$ cat config.mk
export PLATFORM = sky130hd
export DESIGN_NAME = subtrator_serial_4bits_flat
export DESIGN_NICKNAME = d
export VERILOG_FILES = /design/src/rtl/subtrator_serial_4bits_if.sv /design/src/rtl/subtrator_serial_4bits.sv /design/src/flat_wrapper.sv
export SDC_FILE = /design/constraint.sdc
export NUM_CORES = 1
export LEC_CHECK = 0
export CAP_MARGIN = 30
export CORE_ASPECT_RATIO = 0.5
export CORE_MARGIN = 2
export CORE_UTILIZATION = 26
export DETAILED_ROUTE_END_ITERATION = 8
export DONT_BUFFER_PORTS = 1
export PLACE_DENSITY_LB_ADDON = 0.3
export SYNTH_ARGS = -nofsm -noshare
export SYNTH_HDL_FRONTEND = slang
export SYNTH_SLANG_ARGS = --single-unit
$ cat constraint.sdc
create_clock -name clk -period 3.07 [get_ports clk]
set_clock_uncertainty 0.1 [all_clocks]
set_input_delay 0.614 -clock clk [delete_from_list [all_inputs] [get_ports clk]]
set_output_delay 0.614 -clock clk [all_outputs]
set_load 0.02 [all_outputs]
$ cat src/rtl/subtrator_serial_4bits_if.sv
// Start/done handshake bundle between the controller and the bit-serial subtractor.
// The controller drives the operands and start; the subtractor returns status and result.
interface subtrator_serial_4bits_if #(
  parameter int WIDTH = 4
);
  logic             start;
  logic [WIDTH-1:0] a;
  logic [WIDTH-1:0] b;
  logic             busy;
  logic             done;
  logic [WIDTH-1:0] diff;
  logic             borrow_out;

  modport master (
    output start, a, b,
    input  busy, done, diff, borrow_out
  );

  modport slave (
    input  start, a, b,
    output busy, done, diff, borrow_out
  );
endinterface

$ cat src/rtl/subtrator_serial_4bits.sv
// Bit-serial subtractor: diff = a - b, LSB first, one bit per clock.
// The result and final borrow are held until the next operation completes.
module subtrator_serial_4bits #(
  parameter int WIDTH = 4
) (
  input  logic                       clk,
  input  logic                       rst_n,
  subtrator_serial_4bits_if.slave    bus
);

  localparam int CNT_W = (WIDTH > 2) ? $clog2(WIDTH) : 1;

  typedef enum logic [1:0] {
    IDLE  = 2'd0,
    SHIFT = 2'd1,
    DONE  = 2'd2
  } state_t;

  state_t             state_q, state_d;
  logic [WIDTH-1:0]   sa_q, sa_d;
  logic [WIDTH-1:0]   sb_q, sb_d;
  logic [WIDTH-1:0]   res_q, res_d;
  logic               brw_q, brw_d;
  logic [CNT_W-1:0]   cnt_q, cnt_d;
  logic [WIDTH-1:0]   diff_q, diff_d;
  logic               borrow_q, borrow_d;

  logic               d_bit;
  logic               brw_next;
  logic               last_bit;

  always_ff @(posedge clk or negedge rst_n) begin
    if (!rst_n) begin
      state_q  <= IDLE;
      sa_q     <= '0;
      sb_q     <= '0;
      res_q    <= '0;
      brw_q    <= 1'b0;
      cnt_q    <= '0;
      diff_q   <= '0;
      borrow_q <= 1'b0;
    end else begin
      state_q  <= state_d;
      sa_q     <= sa_d;
      sb_q     <= sb_d;
      res_q    <= res_d;
      brw_q    <= brw_d;
      cnt_q    <= cnt_d;
      diff_q   <= diff_d;
      borrow_q <= borrow_d;
    end
  end

  // One full-subtractor stage on the current LSBs plus the carried borrow.
  assign d_bit    = sa_q[0] ^ sb_q[0] ^ brw_q;
  assign brw_next = (~sa_q[0] & sb_q[0]) | (~(sa_q[0] ^ sb_q[0]) & brw_q);
  assign last_bit = (cnt_q == CNT_W'(WIDTH - 1));

  always_comb begin
    state_d = state_q;
    case (state_q)
      IDLE:    if (bus.start) state_d = SHIFT;
      SHIFT:   if (last_bit)  state_d = DONE;
      DONE:    state_d = IDLE;
      default: state_d = IDLE;
    endcase
  end

  always_comb begin
    sa_d     = sa_q;
    sb_d     = sb_q;
    res_d    = res_q;
    brw_d    = brw_q;
    cnt_d    = cnt_q;
    diff_d   = diff_q;
    borrow_d = borrow_q;
    case (state_q)
      IDLE: begin
        if (bus.start) begin
          sa_d  = bus.a;
          sb_d  = bus.b;
          res_d = '0;
          brw_d = 1'b0;
          cnt_d = '0;
        end
      end
      SHIFT: begin
        sa_d  = {1'b0, sa_q[WIDTH-1:1]};
        sb_d  = {1'b0, sb_q[WIDTH-1:1]};
        // Result bits enter at the MSB so the first (LSB) bit ends at bit 0.
        res_d = {d_bit, res_q[WIDTH-1:1]};
        brw_d = brw_next;
        cnt_d = cnt_q + CNT_W'(1);
        if (last_bit) begin
          diff_d   = {d_bit, res_q[WIDTH-1:1]};
          borrow_d = brw_next;
        end
      end
      default: ;
    endcase
  end

  always_comb begin
    bus.busy       = (state_q == SHIFT);
    bus.done       = (state_q == DONE);
    bus.diff       = diff_q;
    bus.borrow_out = borrow_q;
  end

endmodule

$ cat src/flat_wrapper.sv
// flat-port wrapper written by rule: the top's interface ports become plain ports
module subtrator_serial_4bits_flat 
#(
  parameter int WIDTH = 4
)
  (clk, rst_n, bus_start, bus_a, bus_b, bus_busy, bus_done, bus_diff, bus_borrow_out);
  subtrator_serial_4bits_if #(.WIDTH(WIDTH)) bus_i ();
  input  logic clk;
  input  logic rst_n;
  input wire logic [$bits(bus_i.start)-1:0] bus_start;
  input wire logic [$bits(bus_i.a)-1:0] bus_a;
  input wire logic [$bits(bus_i.b)-1:0] bus_b;
  output wire logic [$bits(bus_i.busy)-1:0] bus_busy;
  output wire logic [$bits(bus_i.done)-1:0] bus_done;
  output wire logic [$bits(bus_i.diff)-1:0] bus_diff;
  output wire logic [$bits(bus_i.borrow_out)-1:0] bus_borrow_out;
  assign bus_i.start = bus_start;
  assign bus_i.a = bus_a;
  assign bus_i.b = bus_b;
  assign bus_busy = bus_i.busy;
  assign bus_done = bus_i.done;
  assign bus_diff = bus_i.diff;
  assign bus_borrow_out = bus_i.borrow_out;
  subtrator_serial_4bits #(.WIDTH(WIDTH)) u_core (.clk(clk), .rst_n(rst_n), .bus(bus_i));
endmodule
# --- Word-level counts from Yosys, hierarchy flattened ---
# Index checks and enable logic that the tools add are counted.
word_totals:
  ff_bits: 22
  input_bits: 11
  output_inout_bits: 7
classes:
  n_addsub: 1
  n_eq_ne: 5
  mux: 13
  bitwise: 7
  n_reduce_logical: 5
ops:
  columns: ["op", "n"]
  rows:
  - ["$pmux 4 s2", 3]
  - ["$mux 4", 3]
  - ["$pmux 2 s2", 2]
  - ["$mux 2", 3]
  - ["$reduce_and 2->1", 3]
  - ["$eq 2x2->1 const B", 2]
  - ["$add 2x1->2 const B", 1]
  - ["$and 1x1->1", 2]
  - ["$eq 2x1->1 const B", 1]
  - ["$logic_not 2->1", 1]
  - ["$ne 2x1->1 const B", 1]
  - ["$ne 2x2->1 const B", 1]
  - ["$not 1->1", 2]
  - ["$pmux 1 s2", 1]
  - ["$reduce_bool 2->1", 1]
  - ["$xor 1x1->1", 2]
  - ["$mux 1", 1]
  - ["$or 1x1->1", 1]

# --- Depth between registers and ports, before layout ---
# Gate-level depths: netlist (run 1).
logic_depth:
  depth_word: 5
  mapped_depth: 4

# --- Worst setup path before layout (run 1) ---
# Ideal clock, no wire load.
synth_timing:
  kind: "reg-to-output"
  startpoint: "register u_core.state_q[1]"
  endpoint: "output bus_done"
  arrival_ps: 998
  setup_slack_ps: 1358
  path_stages_with_launch: 4
  path_buffers: 2
  path_cell_list: "dfrtp_1 > buf_6 > buf_2 > nor2b_1"
synth_between:
  elab_chain_cells: 1
synth_rtl:
  columns: ["item", "line", "text"]
  rows:
  - ["start, declared", "subtrator_serial_4bits.sv:19", "state_t state_q, state_d;"]
  - ["start signal, assigned", "subtrator_serial_4bits.sv:43", "state_q <= state_d;"]
  - ["$eq 2x2->1", "subtrator_serial_4bits.sv:105", "bus.done = (state_q == DONE);"]
  - ["end, declared", "flat_wrapper.sv:14", "output wire logic [$bits(bus_i.done)-1:0] bus_done;"]
# Every way passes these cells.

# --- Worst setup path in the final report (run 1) ---
layout_timing:
  startpoint: "register u_core.state_q[0]"
  endpoint: "output bus_busy"
layout_between:
  elab_chain_cells: 1
layout_rtl:
  columns: ["item", "line", "text"]
  rows:
  - ["$eq 2x1->1", "subtrator_serial_4bits.sv:104", "bus.busy = (state_q == SHIFT);"]
  - ["end, declared", "flat_wrapper.sv:13", "output wire logic [$bits(bus_i.busy)-1:0] bus_busy;"]
# Every way passes these cells.

==> results.md, run 1 <==
* Commonest non-fill, non-tap cell in the layout: dfrtp_1
* CP Cell Sequence: nor2b_4
* I/O Pins at 18
* Clk sink count at 21
* Slew Viols, Final at 0
* GPL Wtd Cong at 0.707
* Clk Latency, worst-skew pair at 0.26 ns
* GR Overflow Total at 0
* Total track usage at 8.33%
* Final wirelength at 1820 µm
* Routed wire per std cell at 13.7 µm
* Post-Syn Area at 1080 µm²
* Slowest stage delay, CP at 0.78 ns
* Reg2reg path depth at 2
* Min-delay worst type: reg -> reg
* Starting DRT DRC Count at 28
* Initial antenna violation count at 0
* Worst Path Arrival at 1.49 ns
* Leakage at 0.525 nW
* Fin. Hold Viols at 0
* Setup Crit Path Kind: reg -> out
* Worst path slowest cell: dfrtp_1
* Num rows at 16
* Pin count of the biggest net entering global routing at 22
* # setup viols final at 0
* Worst-Margin Slew at 0.672 ns
* Vias at 581
* Final Worst Setup Slack at 0.862 ns
* I/O Buffers at 0
* Die ar. at 4710 µm²
* Slew margin rel. at 55.2%
* Clock period minus worst slack at 2.21 ns
* Nets at 93
* Cell count along the critical path at 1
* Fin crit share at 71.9%
* Die X at 95.1 µm
* Synth Instances at 80
* First-pass GRT wire length at 2930 µm
* PwrDens at 1030 nW/µm²
* Number of gates resized after cts at 0
* Reg-to-reg endpoint: u_core.bus.borrow_out
* # DRC at 0
* Post-route ant nets at 0
* First-pass iteration count of the detailed router at 4
* Total CTS buffers at 3
* Syn-to-layout area delta at 7.31%
* Critical Path RT at 2.36 ns
* YS warnings at 0
* Clock Pin Slew Worst Setup and Hold Paths at 0.07 ns
* Worst Setup End Kind: output pin
* Distinct cells, synth at 27
* Buf+Inv Stages, Crit Path at 0
* Placed cell areas at 1090 µm²
* CTS H-Tree Depth at 1
* Synthesized Nets at 93
* R2r setup slk at 1.44 ns
* Status: completed
* Clock tree from TritonCTS: yes
* Number of vias per cell at 4.37
* Core Box Area at 3940 µm²
* Unrepaired setup endpoints after global routing: false
* # hold bufs at CTS at 1
* Hold path start: u_core.sa_q[3]
* Post-CTS setup buffers at 0
* Max Freq at 453 MHz
* Initial Util at 27.3%
* CP Launch Type: register
* Cell family with most CP delay: flip-flops
* Crit path capture: bus_busy
* Dpl hpwl at 1220 µm
* Most frequent cells in the layout: dfrtp_1 (21), inv_1 (10), mux2_4 (5), nor3b_1 (5), a22o_1 (5)
* Die Ht at 49.5 µm
* Max Buffers Root-to-Sink at 2
* Worst r2r src: u_core.state_q[1]
* Pre-CTS setup slack at 1.16 ns
* Final TNS setup at 0 ns
* Syn avg cell area at 13.5 µm²
* Critical path launch point: u_core.state_q[0]
* Root Buffer: clkbuf_8
* Design Area, Final at 1160 µm²
* Maxcap violations at 0
* Seq/Total Area, Yosys at 48.7%
* Vias in the first global route at 576
* ANT cells at 0
* Layout cells sized above 1 at 26.6%
* Worst Path Max Fanout at 20
* Seq cells post-synth at 21
* Worst vdd ir at 0.186 mV
[Yosys cell counts]
| master | instances | area, µm² |
|---|---|---|
| clkbuf_2 | 1 | 5.00 |
| ha_1 | 1 | 12.5 |
| nor4b_1 | 4 | 35.0 |
| o311ai_0 | 1 | 8.76 |
| a21oi_1 | 1 | 5.00 |
| nor2b_1 | 1 | 6.26 |
| o21bai_4 | 1 | 18.8 |
| nor2b_4 | 1 | 13.8 |
| nand2b_1 | 2 | 12.5 |
| a221oi_2 | 1 | 15.0 |
| nor4bb_1 | 1 | 10.0 |
| dfrtp_1 | 21 | 526 |
| nand2_1 | 1 | 3.75 |
| nor3b_1 | 5 | 37.5 |
| a211oi_1 | 1 | 7.51 |
| nor4b_2 | 2 | 30.0 |
| nand3b_4 | 1 | 20.0 |
| a22o_1 | 5 | 43.8 |
| inv_1 | 10 | 37.5 |
| a211oi_2 | 4 | 50.1 |
| nand4bb_1 | 1 | 11.3 |
| mux2_2 | 1 | 11.3 |
| fa_1 | 1 | 20.0 |
| a21o_1 | 1 | 7.51 |
| buf_6 | 4 | 45.0 |
| buf_2 | 2 | 10.0 |
| mux2_4 | 5 | 75.1 |
[flip-flops by register name, indices dropped and copies added, names as in the netlist]
register	cells
u_core.res_q	3
u_core.cnt_q	2
u_core.bus.borrow_out	1
u_core.bus.diff	4
u_core.state_q	2
u_core.sa_q	4
u_core.brw_q	1
u_core.sb_q	4
[cell families after synthesis]
kind of cell / after synthesis / share of synthesized area (%)
buf+inv: 17 / 9.05
mux: 6 / 8.00
simple gates: 19 / 16.7
flops: 21 / 48.7
fa+ha+maj: 2 / 3.02
compound gates: 15 / 14.5
[metrics by stage]
step | power [mW] | util (%) | std cells | hold WS, ns
global placement | 1.01 | 27.5 | 127 | 0.219
detailed placement | 1.01 | 27.5 | 127 | 0.219
floorplan | 0.991 | - | 80 | 0.218
global route | 1.28 | 29.3 | 133 | 0.412
finish | 1.19 | 29.3 | 133 | 0.383
CTS | 1.21 | 29.0 | 132 | 0.387
[worst min path at each step]
| stage | endpoint | slack [ns] | cells after the start |
|---|---|---|---|
| 6_report | u_core.sa_q[3] | 0.38 | 1 |
| 5_1_grt | u_core.state_q[0] | 0.41 | 2 |
| 4_1_cts | u_core.sa_q[3] | 0.39 | 1 |
| 3_5_place_dp | u_core.sa_q[1] | 0.22 | 0 |
| 3_3_place_gp | u_core.sa_q[1] | 0.22 | 0 |
| 2_1_floorplan | u_core.brw_q | 0.22 | 0 |
[routing by layer]
| layer | track usage (%) | up-vias | wire (µm) |
|---|---|---|---|
| li1 | - | 286 | - |
| met1 | 11.5 | 283 | 964 |
| met2 | 11.5 | 10 | 769 |
| met3 | 3.67 | 2 | 67 |
| met4 | 2.90 | 0 | 19 |
| met5 | 0 | - | 0 |
[power by group]
group          total (mW)  switching, mW  internal, mW  leakage (nW)
combinational       0.445          0.196         0.249         0.240
clock               0.180         0.0895        0.0903        0.0255
sequential          0.570          0.167         0.403         0.259
[cell type report]
cell class / count / area [µm²]
Multi-Input combinational cell: 42 / 455
Clock inverter: 1 / 5.00
Inverter: 10 / 37.5
Fill cell: 398 / 2790
Sequential cell: 21 / 526
Timing Repair Buffer: 2 / 25.0
Tap cell: 54 / 67.6
Clock buffer: 3 / 41.3
(Power assumes the default switching activity.)
==> run 2: changes to the inputs <==
==> constraint.sdc (replaced) <==
create_clock -name clk -period 2.2 [get_ports clk]
set_clock_uncertainty 0.1 [all_clocks]
set_input_delay 0.44 -clock clk [delete_from_list [all_inputs] [get_ports clk]]
set_output_delay 0.44 -clock clk [all_outputs]
set_load 0.02 [all_outputs]
==> results.md, run 2 (synthesis results as in run 1) <==
* Worst-Margin Slew at 0.412 ns
* Hold path start: bus_start
* Die X at 95.1 µm
* First-pass iteration count of the detailed router at 4
* WL met2 at 791 µm
* Internal power at 1.05 mW
* Syn-to-layout area delta at 8.70%
* Final Worst Setup Slack at 0.373 ns
* GPL Wtd Cong at 0.723
* Worst Path Max Fanout at 11
* Worst Path Arrival at 1.29 ns
* Wire length on met3 at 94 µm
* Total CTS buffers at 3
* Clock Pin Slew Worst Setup and Hold Paths at 0.08 ns
* Post-CTS setup buffers at 0
* Commonest non-fill, non-tap cell in the layout: dfrtp_1
* FF/Latch Area at 526 µm²
* Final TNS setup at 0 ns
* Critical Path RT at 1.66 ns
* Fin crit share at 83.0%
* ANT cells at 0
* First-pass GRT wire length at 3130 µm
* Fin. Hold Viols at 0
* Logic gate share of total power at 39.9%
* Worst path slowest cell: dfrtp_1
* Pin count of the biggest net entering global routing at 22
* Met1 Wirelength at 918 µm
* Leakage at 0.535 nW
* Routed wire per std cell at 13.5 µm
* Final wirelength at 1830 µm
* # hold bufs at CTS at 1
* Vias at 590
* Min-delay worst type: in -> reg
* Number of vias per cell at 4.37
* DR top layer: met4
* Sw frac at 37.7%
* # DRC at 0
* Number of gates resized after cts at 0
* Unrepaired setup endpoints after global routing: false
* Setup Crit Path Kind: reg -> out
* Reg-to-reg endpoint: u_core.cnt_q[0]
* Slew margin rel. at 72.4%
* Root Buffer: clkbuf_8
* Dpl hpwl at 1270 µm
* Clk Latency, worst-skew pair at 0.26 ns
* CP Launch Type: register
* R2r setup slk at 0.66 ns
* CTS H-Tree Depth at 1
* Area occupied by multi-input gates at 455 µm²
* GR Overflow Total at 0
* Slew Viols, Final at 0
* Core Box Area at 3940 µm²
* WHS Path Cells at 2
* Initial antenna violation count at 0
* Slowest stage delay, CP at 0.50 ns
* Fill cell count at 386
* Worst vdd ir at 0.290 mV
* Clock tree from TritonCTS: yes
* Net Sw Power at 0.636 mW
* PwrDens at 1440 nW/µm²
* Worst r2r src: u_core.state_q[0]
* Clk sink count at 21
* Reg2reg path depth at 3
* Max Buffers Root-to-Sink at 2
* Die ar. at 4710 µm²
* Layout cells sized above 1 at 28.4%
* I/O Buffers at 0
* Total track usage at 8.79%
* Post-Route Utilization at 29.7%
* I/O Pins at 18
* Max Freq at 547 MHz
* Starting DRT DRC Count at 17
* Maxcap violations at 0
* Hold EP: u_core.state_q[0]
* Nets at 95
* Worst Setup End Kind: output pin
* Die Ht at 49.5 µm
* Status: completed
* Clock power frac at 15.1%
* Most frequent cells in the layout: dfrtp_1 (21), inv_1 (10), mux2_4 (5), nor3b_1 (5), a22o_1 (5)
* Clock period minus worst slack at 1.83 ns
* Post-route ant nets at 0
* Pre-CTS setup slack at 0.654 ns
* # setup viols final at 0
* Num rows at 16
* Vias in the first global route at 626
* CP Cell Sequence: buf_4 > nor2b_4
* Initial Util at 27.3%
* Seq pwr share at 44.9%
[run 2: changes by cell type in the layout (fill, tap and decap cells not counted), sizes merged]
cell,delta
buf,+2
[run 2: power by group through the flow]
stage | clock network, mW | registers [mW] | logic, mW
6_report | 0.256 | 0.759 | 0.675
5_1_grt | 0.288 | 0.793 | 0.751
4_1_cts | 0.268 | 0.765 | 0.683
3_5_place_dp | 0 | 0.770 | 0.672
3_3_place_gp | 0 | 0.769 | 0.660
2_1_floorplan | 0 | 0.700 | 0.682
[run 2: critical path: cells and delay by family (launching register included)]
family / cells / cell delay, ns
flops: 1 / 0.50
simple gates: 1 / 0.30
buf+inv: 1 / 0.23
[run 2: how the worst max path moves through the flow]
stage | cells after the start | end | from
after global routing | 1 | bus_busy | u_core.state_q[0]
after CTS | 2 | bus_busy | u_core.state_q[1]
after global placement | 2 | bus_busy | u_core.state_q[1]
after detailed placement | 2 | bus_busy | u_core.state_q[1]
final | 2 | bus_busy | u_core.state_q[1]
after floorplan | 3 | bus_done | u_core.state_q[1]
[run 2: through the flow]
stage	power, mW	cell area, µm²	hold slack [ns]	instances
2_1_floorplan	1.38	1080	0.0444	80
3_3_place_gp	1.43	1100	0.0448	129
3_5_place_dp	1.44	1100	0.0448	129
4_1_cts	1.72	1160	0.214	134
5_1_grt	1.83	1170	0.218	135
6_report	1.69	1170	0.222	135
[run 2: metal layers]
| metal | track usage, % | vias up |
|---|---|---|
| li1 | - | 287 |
| met3 | 3.98 | 5 |
| met2 | 11.7 | 9 |
| met4 | 2.90 | 0 |
| met1 | 12.4 | 289 |
| met5 | 0 | - |
[run 2: final cells by class]
| class | instances | area share [%] |
|---|---|---|
| clock buffers | 3 | 3.52 |
| multi-input cells | 42 | 38.8 |
| well taps | 54 | 5.76 |
| repair buffers | 4 | 3.42 |
| clock inverters | 1 | 0.427 |
| inverters | 10 | 3.20 |
| flip-flops and latches | 21 | 44.8 |
==> run 3: changes to the inputs <==
==> constraint.sdc (replaced) <==
create_clock -name clk -period 1.7 [get_ports clk]
set_clock_uncertainty 0.1 [all_clocks]
set_input_delay 0.34 -clock clk [delete_from_list [all_inputs] [get_ports clk]]
set_output_delay 0.34 -clock clk [all_outputs]
set_load 0.02 [all_outputs]
==> results.md, run 3 (synthesis results as in run 1) <==
* Status: completed
* Die X at 95.1 µm
* Unrepaired setup endpoints after global routing: false
* Die ar. at 4710 µm²
* CP Launch Type: register
* Final TNS setup at 0 ns
* Initial antenna violation count at 0
* PwrDens at 1820 nW/µm²
* Min-delay worst type: in -> reg
* Clk Latency, worst-skew pair at 0.26 ns
* Starting DRT DRC Count at 25
* Slew margin rel. at 73.3%
* Initial Util at 27.3%
* # setup viols final at 0
* Maxcap violations at 0
* CP Cell Sequence: nor2b_4
* Pin count of the biggest net entering global routing at 22
* Commonest non-fill, non-tap cell in the layout: dfrtp_1
* GPL Wtd Cong at 0.683
* Root Buffer: clkbuf_8
* # DRC at 0
* Number of vias per cell at 4.50
* Core Box Area at 3940 µm²
* Worst Path Max Fanout at 11
* Setup Crit Path Kind: reg -> out
* Critical Path RT at 1.26 ns
* Num rows at 16
* GR Overflow Total at 0
* Worst-Margin Slew at 0.399 ns
* Routed wire per std cell at 13.1 µm
* Most frequent cells in the layout: dfrtp_1 (19), inv_1 (10), mux2_4 (5), nor3b_1 (5), a22o_1 (5)
* Layout cells sized above 1 at 30.5%
* Vias at 612
* Worst Setup End Kind: output pin
* CTS H-Tree Depth at 1
* I/O Pins at 18
* Buf+Inv Stages, Crit Path at 0
* Worst vdd ir at 0.389 mV
* Area occupied by multi-input gates at 455 µm²
* Total track usage at 8.71%
* First-pass GRT wire length at 3120 µm
* Final Worst Setup Slack at 0.126 ns
* Max Freq at 635 MHz
* Fin crit share at 92.6%
* Leakage at 0.541 nW
* Syn-to-layout area delta at 10.7%
* Design Area, Final at 1190 µm²
* Clock tree from TritonCTS: yes
* Max Buffers Root-to-Sink at 2
* Placed cell areas at 1110 µm²
* ANT cells at 0
* Fin. Hold Viols at 0
* Cell family with most CP delay: flip-flops
* Fill cell count at 403
* Worst hold slack at 0.109 ns
* Vias in the first global route at 610
* Slew Viols, Final at 0
* First-pass iteration count of the detailed router at 4
* Dpl hpwl at 1220 µm
* Clk sink count at 21
* Worst path slowest cell: dfrtp_2
* Pre-CTS setup slack at 0.270 ns
* Nets at 96
* Final wirelength at 1780 µm
* Clock Pin Slew Worst Setup and Hold Paths at 0.08 ns
* Total CTS buffers at 3
* I/O Buffers at 0
* Post-route ant nets at 0
* Worst Path Arrival at 1.13 ns
* Clock period minus worst slack at 1.57 ns
* Die Ht at 49.5 µm
* FF/Latch Area at 528 µm²
* Slowest stage delay, CP at 0.50 ns
## run 3: changes by cell type in the layout (fill, tap and decap cells not counted), sizes merged
cell	previous run	this run
clkinv	1	0
clkbuf	3	4
buf	3	4
## run 3: repair_timing
item / in CTS / in global routing
gates resized for setup: 1 / 1
endpoints found under the setup margin: 1 / 1
pin swaps: 0 / 0
buffers inserted: 0 / 0
hold endpoints to repair: 21 / 0
hold buffers: 1 / 0
## run 3: cell type report
type | count | area share (%)
sequential | 21 | 44.2
inverter | 10 | 3.14
clock buffer | 4 | 3.77
multi-input combinational | 42 | 38.2
tap | 54 | 5.66
timing repair buffer | 5 | 5.03
## run 3: through the flow
step / total power [mW] / instances / utilization [%]
floorplan: 1.79 / 80 / -
global placement: 1.85 / 130 / 28.1
detailed placement: 1.87 / 130 / 28.1
CTS: 2.21 / 135 / 29.5
global route: 2.37 / 136 / 30.3
finish: 2.17 / 136 / 30.3
## run 3: path summary, 6_finish.rpt
kind / slack, ns / startpoint / to / cells past startpoint
hold reg to reg: 0.40 / u_core.sa_q[3] / u_core.sa_q[3] / 1
max in group asynchronous: 0.84 / rst_n / u_core.state_q[1] / 2
setup reg to reg: 0.33 / u_core.sa_q[0] / u_core.bus.diff[3] / 2
hold / removal: 0.11 / bus_start / u_core.state_q[0] / 2
setup / recovery: 0.13 / u_core.state_q[0] / bus_busy / 1
min in group asynchronous: 0.27 / rst_n / u_core.sa_q[1] / 1
## run 3: worst register-to-register path: cells and delay by family (launching register included)
family	cells	cell delay (ns)
muxes	1	0.27
adders and majority gates	1	0.47
DFF	1	0.41
## run 3: power by group
part,internal [mW],switching (mW),total [mW],leakage (nW)
logic,0.476,0.389,0.865,0.261
registers,0.733,0.255,0.988,0.257
clock network,0.167,0.155,0.322,0.0228
## run 3: metal layers
layer | global-route usage [%] | part of all wire [%]
met1 | 11.2 | 47
met2 | 12.8 | 45
met3 | 4.13 | 6.1
met4 | 2.90 | 1.1
met5 | 0 | 0
